[config.mk]
export PLATFORM = sky130hd
export DESIGN_NAME = uart_rx_drain_ctrl
export DESIGN_NICKNAME = d
export VERILOG_FILES = /design/src/rtl/uart_rx_drain_ctrl.sv
export SDC_FILE = /design/constraint.sdc
export NUM_CORES = 1
export LEC_CHECK = 0
export CAP_MARGIN = 25
export CORE_UTILIZATION = 40
export DETAILED_ROUTE_END_ITERATION = 16
export HOLD_SLACK_MARGIN = 0.06
export PLACE_DENSITY = 0.65
export SLEW_MARGIN = 10
export SYNTH_ARGS = -nofsm -noshare
export SYNTH_HDL_FRONTEND = slang
export SYNTH_SLANG_ARGS = --single-unit
[constraint.sdc]
create_clock -name rd_clk -period 3.05 [get_ports rd_clk]
set_input_delay 0.61 -clock rd_clk [delete_from_list [all_inputs] [get_ports rd_clk]]
set_output_delay 0.61 -clock rd_clk [all_outputs]
set_load 0.1 [all_outputs]
[src/rtl/uart_rx_drain_ctrl.sv]
// rtl/uart_rx_drain_ctrl.sv - RX FIFO prefetch/drain sequencer feeding the RXDATA register
// Pulls bytes from the FWFT RX FIFO into a small circular buffer, serves register
// reads from its head, tracks level/threshold/timeout status and runs a software flush.

module uart_rx_drain_ctrl #(
   parameter int DATA_WIDTH = 8,
   parameter int LBUF_DEPTH = 4,
   parameter int TO_W       = 16
) (
   input  logic                          rd_clk,
   input  logic                          rd_rst,
   input  logic                          enable,
   input  logic                          flush,
   input  logic [DATA_WIDTH-1:0]         fifo_rd_data,
   input  logic                          fifo_rd_empty,
   output logic                          fifo_rd_en,
   input  logic                          reg_rd_req,
   output logic [DATA_WIDTH-1:0]         reg_rd_data,
   output logic                          rx_avail,
   output logic [$clog2(LBUF_DEPTH):0]   level,
   input  logic [$clog2(LBUF_DEPTH):0]   threshold,
   input  logic [TO_W-1:0]               timeout_cycles,
   input  logic                          irq_clr,
   output logic                          thresh_flag,
   output logic                          timeout_flag,
   output logic                          underflow_err,
   output logic                          busy
);

   localparam int PW = $clog2(LBUF_DEPTH);
   localparam int LW = PW + 1;

   typedef enum logic [1:0] {
      ST_IDLE  = 2'd0,
      ST_RUN   = 2'd1,
      ST_FLUSH = 2'd2
   } state_t;

   state_t                  state_q, state_d;
   logic [DATA_WIDTH-1:0]   mem_q [LBUF_DEPTH];
   logic [DATA_WIDTH-1:0]   mem_d [LBUF_DEPTH];
   logic [PW-1:0]           wr_ptr_q, wr_ptr_d;
   logic [PW-1:0]           rd_ptr_q, rd_ptr_d;
   logic [LW-1:0]           level_q, level_d;
   logic [TO_W-1:0]         to_cnt_q, to_cnt_d;
   logic                    thresh_flag_q, thresh_flag_d;
   logic                    timeout_flag_q, timeout_flag_d;
   logic                    underflow_q, underflow_d;

   logic                    rd_en;
   logic                    push;
   logic                    pop;
   logic                    to_hit;

   // State sequencing and FIFO pop request; a flush pulse overrides everything
   always_comb begin
      state_d = state_q;
      rd_en   = 1'b0;
      case (state_q)
         ST_IDLE: begin
            if (enable) state_d = ST_RUN;
         end
         ST_RUN: begin
            rd_en = !fifo_rd_empty && (level_q < LW'(LBUF_DEPTH));
            if (!enable) state_d = ST_IDLE;
         end
         ST_FLUSH: begin
            rd_en = !fifo_rd_empty;
            if (fifo_rd_empty) state_d = enable ? ST_RUN : ST_IDLE;
         end
         default: state_d = ST_IDLE;
      endcase
      if (flush) state_d = ST_FLUSH;
   end

   // Buffer push/pop, pointers, level, timeout counter and status flags
   always_comb begin
      mem_d          = mem_q;
      wr_ptr_d       = wr_ptr_q;
      rd_ptr_d       = rd_ptr_q;
      to_cnt_d       = to_cnt_q;
      timeout_flag_d = timeout_flag_q;

      // A byte taken on the flush cycle is discarded along with the buffer
      push = (state_q == ST_RUN) && rd_en && !flush;
      pop  = reg_rd_req && (level_q != '0) && (state_q != ST_FLUSH) && !flush;

      if (push) begin
         mem_d[wr_ptr_q] = fifo_rd_data;
         wr_ptr_d        = wr_ptr_q + PW'(1);
      end
      if (pop) rd_ptr_d = rd_ptr_q + PW'(1);
      level_d = level_q + LW'(push) - LW'(pop);

      if (flush) begin
         wr_ptr_d = '0;
         rd_ptr_d = '0;
         level_d  = '0;
      end

      // Idle counter only runs while bytes sit untouched in the buffer
      if (push || pop || (level_q == '0) || (state_q == ST_FLUSH) || flush) begin
         to_cnt_d = '0;
      end else if (to_cnt_q != '1) begin
         to_cnt_d = to_cnt_q + TO_W'(1);
      end

      to_hit = (timeout_cycles != '0) && (level_q != '0) &&
               (to_cnt_q == (timeout_cycles - TO_W'(1)));
      if (to_hit) timeout_flag_d = 1'b1;
      if (irq_clr || pop || flush) timeout_flag_d = 1'b0;

      thresh_flag_d = (threshold != '0) && (level_d >= threshold);
      underflow_d   = underflow_q ||
                      (reg_rd_req && (level_q == '0) && (state_q != ST_FLUSH));
   end

   // State and datapath registers
   always_ff @(posedge rd_clk or posedge rd_rst) begin
      if (rd_rst) begin
         state_q        <= ST_IDLE;
         mem_q          <= '{default: '0};
         wr_ptr_q       <= '0;
         rd_ptr_q       <= '0;
         level_q        <= '0;
         to_cnt_q       <= '0;
         thresh_flag_q  <= 1'b0;
         timeout_flag_q <= 1'b0;
         underflow_q    <= 1'b0;
      end else begin
         state_q        <= state_d;
         mem_q          <= mem_d;
         wr_ptr_q       <= wr_ptr_d;
         rd_ptr_q       <= rd_ptr_d;
         level_q        <= level_d;
         to_cnt_q       <= to_cnt_d;
         thresh_flag_q  <= thresh_flag_d;
         timeout_flag_q <= timeout_flag_d;
         underflow_q    <= underflow_d;
      end
   end

   assign fifo_rd_en    = rd_en;
   assign reg_rd_data   = mem_q[rd_ptr_q];
   assign level         = level_q;
   assign rx_avail      = (level_q != '0);
   assign thresh_flag   = thresh_flag_q;
   assign timeout_flag  = timeout_flag_q;
   assign underflow_err = underflow_q;
   assign busy          = (state_q == ST_FLUSH);

endmodule
==> reports/results.ini, run 1 <==
[synthesis]
synth_edf_count=0
syn_inst=349
synth_top_cell_area_share=0.409
ys_seq_area_frac=0.409
synth.area.top_cells=dfrtp_1 41%, mux2_2 10%, ha_1 5.1%
ys_warn_count=0
ys_ff_latch=60
synth_top_flop_cell=dfrtp_1
synth_most_common_cell=dfrtp_1
yosys-top-cells-count=60 x dfrtp_1, 33 x mux2_2, 29 x nor2_1
synth_area_um2=3670
avgSynthCellArea_um2=10.5
yosysTopAreaCell=dfrtp_1
syn_nets=399
async_reset_ff_frac=1.00
synth_cell_types=49

[die]
die_y_um=97.8
die_area_um2=9560
die_x_um=97.8
rows=34
core_area_um2=8810
num_io_pins=51
initial_utilization=0.417

[place]
dp_cells=511
dpl_worst_slack_ns=-0.442
hpwl_um=5780
buffer_ports.inserted=50
place_congestion=0.847
dpl_cell_area_um2=4420

[final_layout]
antennaDiodeCount=0
area_growth_pct=28.0
instances_no_fill=529
final_area_um2=4700
nFillCells=795
fin_nets=466
drive_above_1_share=0.283

[cts]
cts_tree=yes
clkTransAtPathRegs_ns=0.07
clockBufferDepth=2
cts_hold_buf=0
h-tree-depth=3
clk_latency_ns=0.34
cts_root_buf=clkbuf_8
cts_inserted_buffers=9
cts.sinks=60

[route]
vias_per_cell=5.32
wl_um=7870
wire_per_inst_um=14.9
first_pass_iters=10
route.detailed.drc=8
drtAntennaViolNets=0
drtIter0Drc=111
vias=2814

[sta]
fmaxAchievable_ghz=0.337
timing.hold.ws_ns=0.475
setup_viol=0
period_needed_ns=2.97
tightest_slew_ns=0.648
finalWorstSetupSlack_ns=0.0840
fin_crit_sh=0.972
maxSlewHeadroom=0.568
final_hold_viol_count=0
finClkSkew_ns=0.00571
drv_slew=0

[global_routing]
grt_pass1_vias=2761
globalRouteMet3Util=0.0451
met1_usage=0.247
grt_pass1_wl_um=13200
track_usage=0.175
grt_overflow=0
antenna_found_initial=0
grt_max_degree=61
top_usage_layer=met2
grt_use_met2=0.263

[worst_setup_path]
start_kind=input pin
cp_data_arrival_time_ns=3.19
r2r_start=state_q[1]
worstPathRequired_ns=3.27
endpoint_kind=flop
r2r_slack_ns=0.12
worstPathMaxFanout=2
path_class=in2reg
crit-reg2reg-capture=thresh_flag
r2r_cells=13

[job]
cap_violations=0

[power_and_ir_drop]
p_leak_nw=2.00
ir_worst_vdd_mv=0.217
power.total_w=0.00223
power_density_nw_per_um2=474

[hold_path]
hold_start=underflow_err
hold_end=underflow_err
hold_depth=1
hp-class=reg2reg

[run_status]
failed_checks=DRC
outcome=complete, but fails checks

## per-stage QoR
stage          utilization  TNS (ns)
6_report             0.533         0
5_1_grt              0.533   -0.0187
4_1_cts              0.528         0
3_5_place_dp         0.501    -0.442
3_3_place_gp         0.501    -0.316
2_1_floorplan            -    -0.411
## placed cells by master, fill, tap and decap left out, types with 4 or more instances in the layout
| cell | instances |
|---|---|
| nor2_1 | 29 |
| nor4_1 | 4 |
| clkdlybuf4s50_1 | 32 |
| ha_1 | 10 |
| and2_1 | 4 |
| nand2_1 | 12 |
| nand4_1 | 6 |
| nand3_1 | 13 |
| o21ai_0 | 10 |
| xor2_1 | 11 |
| clkbuf_8 | 10 |
| inv_1 | 18 |
| nand2b_1 | 9 |
| nor3_1 | 12 |
| a21o_1 | 4 |
| nor2b_1 | 5 |
| dfrtp_1 | 57 |
| buf_4 | 31 |
| or3_1 | 7 |
| ha_4 | 5 |
| a21oi_1 | 5 |
| xnor2_1 | 20 |
| mux4_2 | 8 |
| mux2_2 | 33 |
## critical path, cell delays in order
cell and delay (ns):
clkdlybuf4s50_1 0.45, nor2b_1 0.20, nand2_2 0.08, or2_4 0.24
ha_4 0.22, ha_4 0.15, fa_2 0.51, nor2b_4 0.17
ha_4 0.21, a21o_1 0.18, a21oi_2 0.13, nor2_1 0.05
## registers in the layout, summed over array words and instances (netlist names)
signal	flops
mem_q	32
underflow_err	1
rd_ptr_q	2
wr_ptr_q	2
timeout_flag	1
state_q	2
level	3
to_cnt_q	16
thresh_flag	1
## final cells by class
type	instances	area [um2]	area share
inverters	22	86.3	0.0184
clock buffers	11	141	0.0301
clock inverters	5	75.1	0.0160
well taps	108	135	0.0288
repair buffers	66	606	0.129
flip-flops and latches	60	1510	0.320
multi-input cells	257	2150	0.457
## power by group
group	total (W)	internal [W]	switching [W]
clock	0.000785	0.000478	0.000306
combinational	0.000594	0.000196	0.000398
sequential	0.000849	0.000830	0.0000184
total	0.00223	0.00150	0.000723
## worst max-delay path by stage
stage	start	end	slack (ns)
final	reg_rd_req	thresh_flag	0.08
after global routing	state_q[0]	thresh_flag	-0.02
after CTS	fifo_rd_empty	thresh_flag	0.02
after detailed placement	fifo_rd_empty	thresh_flag	-0.44
after global placement	fifo_rd_empty	thresh_flag	-0.32
after floorplan	level[1]	thresh_flag	-0.41
## metal layers
layer	wire, um	up-vias
li1	-	1379
met2	3640	65
met5	0	-
met1	3760	1360
met4	85	0
met3	385	10
## cells by family (layout without fill, tap and decap cells)
family	after synthesis	in the layout	synth area share
AND/OR/NAND/NOR	126	126	0.192
flip-flops	60	60	0.409
multiplexers	44	44	0.159
AO/OA/AOI/OAI	39	39	0.0706
XOR/XNOR	32	32	0.0764
buffers and inverters	32	104	0.0368
adder cells (fa/ha/maj)	16	16	0.0566
## what timing repair did
item / in CTS / in global routing
gates resized for setup: 2 / 8
gates cloned: 0 / 0
setup endpoints to repair: 1 / 1
pin swaps: 0 / 5
buffers inserted: 1 / 1
Note: power is estimated with default switching activity, not from simulation.
==> run 2, diff against run 1 <==
- CAP_MARGIN: 25 -> 20
- CORE_UTILIZATION: 40 -> 25
- GPL_TIMING_DRIVEN: unset -> 0
- PLACE_DENSITY: 0.65 -> 0.45
==> run 2 against run 1 <==
  * The run now ends clean
  * Sequential power hardly changed
  * Worst hold slack worse by 0.014 ns
  * Total power is 11% higher
  * Combinational power is 1% lower
  * Sequential share of layout area is 1.2 points lower
  * Die area is 59% higher
  * Clock skew hardly changed
  * Global-route usage is 4.9 points lower
  * Count of clock-buffer cells in the layout is 1 higher
  * Largest power group is now the clock network
==> reports/results.ini, run 2 (same netlist as run 1, synthesis figures left out) <==
[run_status]
outcome=finished clean

[sta]
final_hold_viol_count=0
tightest_slew_ns=0.974
period_needed_ns=2.96
setup_viol=0
fmaxAchievable_ghz=0.338
finalWorstSetupSlack_ns=0.0939
maxSlewHeadroom=0.349
drv_slew=0
finalSetupTns_ns=0
finClkSkew_ns=0.00537
fin_crit_sh=0.969

[power_and_ir_drop]
power_density_nw_per_um2=506
power.switching_w=0.000783
p_seq_frac=0.343
p_leak_nw=2.05
ir_worst_vdd_mv=0.228
combPwrFrac=0.237
p_clk_frac=0.419
p_int_w=0.00169
switching_share=0.316

[final_layout]
nFillCells=1428
layout_common_cells=56 x dfrtp_1, 39 x clkdlybuf4s50_1, 33 x mux2_2
antennaDiodeCount=0
largest_reg_flops=32
fin_nets=469
area_growth_pct=33.3
drive_above_1_share=0.245
layout_commonest_cell=dfrtp_1
regMostFlops=mem_q

[global_routing]
antenna_found_initial=0
grt_pass1_wl_um=14400
grt_max_degree=61
grt_pass1_vias=2794
track_usage=0.125
grt_overflow=0

[route]
wire_per_inst_um=14.2
wl_um=8590
route.detailed.drc=0
first_pass_iters=4
drtIter0Drc=120
vias=2799
vias_per_cell=4.63
drtAntennaViolNets=0

[die]
die_x_um=123
initial_utilization=0.260
core_area_um2=14100
rows=43
num_io_pins=51
die_area_um2=15200
die_y_um=123

[worst_setup_path]
r2r_start=state_q[1]
path_class=in2reg
start_kind=input pin
worstPathRequired_ns=3.27
r2r_slack_ns=0.13
r2r_cells=13
worstPathMaxFanout=4
endpoint_kind=flop
cp_data_arrival_time_ns=3.17
crit-reg2reg-capture=thresh_flag

[place]
hpwl_um=6080
dpl_worst_slack_ns=-0.871
place_congestion=0.780
buffer_ports.inserted=50

[cts]
cts.sinks=60
cts_root_buf=clkbuf_16
clockBufferDepth=2
clkTransAtPathRegs_ns=0.05
h-tree-depth=3
cts_inserted_buffers=9
cts_hold_buf=0
clk_latency_ns=0.33
cts_tree=yes

[hold_path]
hold_depth=1
hold_end=underflow_err
hp-class=reg2reg
hold_start=underflow_err

[job]
cap_violations=0

## run 2: metal layers
layer / track usage / up-vias / routed length (um)
met2: 0.195 / 54 / 3940
met5: 0 / - / 0
met3: 0.0323 / 10 / 343
met1: 0.166 / 1347 / 4180
li1: - / 1388 / -
met4: 0.0482 / 0 / 126
## run 2: final cells by class
| type | instances | area [um2] | area share |
|---|---|---|---|
| tap | 180 | 225 | 0.0461 |
| timing repair buffer | 59 | 558 | 0.114 |
| inverter | 22 | 88.8 | 0.0182 |
| sequential | 60 | 1510 | 0.308 |
| clock buffer | 12 | 256 | 0.0525 |
| clock inverter | 4 | 47.5 | 0.00973 |
| multi-input combinational | 257 | 2150 | 0.440 |
| buffer | 10 | 56.3 | 0.0115 |
## run 2: repair_timing
action                     4_1_cts  5_1_grt
setup endpoints to repair       11        1
resized for setup               19        8
buffers inserted                 1        8
pin swaps                        0        3
## run 2: worst max-delay path by stage
stage / from / to / slack, ns / depth (start not counted)
6_report: reg_rd_req / thresh_flag / 0.09 / 12
5_1_grt: state_q[1] / thresh_flag / -0.001 / 14
4_1_cts: reg_rd_req / thresh_flag / 0.0009 / 12
3_5_place_dp: fifo_rd_empty / thresh_flag / -0.87 / 13
3_3_place_gp: fifo_rd_empty / thresh_flag / -0.84 / 13
2_1_floorplan: level[1] / thresh_flag / -0.41 / 12
## run 2: metrics by stage
step           hold WS [ns]  cells  area [um2]  utilization  total power [W]
2_1_floorplan         0.475    349        3740            -          0.00128
3_3_place_gp          0.447    579        4470        0.317          0.00144
3_5_place_dp          0.453    579        4470        0.317          0.00145
4_1_cts               0.465    596        4790        0.340          0.00248
5_1_grt               0.506    604        4890        0.347          0.00258
6_report              0.461    604        4890        0.347          0.00248
## run 2: critical path: stages
cell             delay (ns)
clkdlybuf4s50_1        0.46
nor2b_4                0.19
nand2_4                0.08
or2_4                  0.24
ha_4                   0.22
ha_4                   0.15
fa_2                   0.51
nor2b_4                0.14
ha_1                   0.23
a21o_1                 0.15
a21oi_1                0.12
nor2_1                 0.06
## run 2: power by group through the flow
stage               Combinational (W)  Clock [W]  Sequential (W)
finish                       0.000588    0.00104        0.000850
global route                 0.000623    0.00111        0.000855
CTS                          0.000565    0.00107        0.000851
detailed placement           0.000584          0        0.000863
global placement             0.000580          0        0.000863
floorplan                    0.000412          0        0.000872
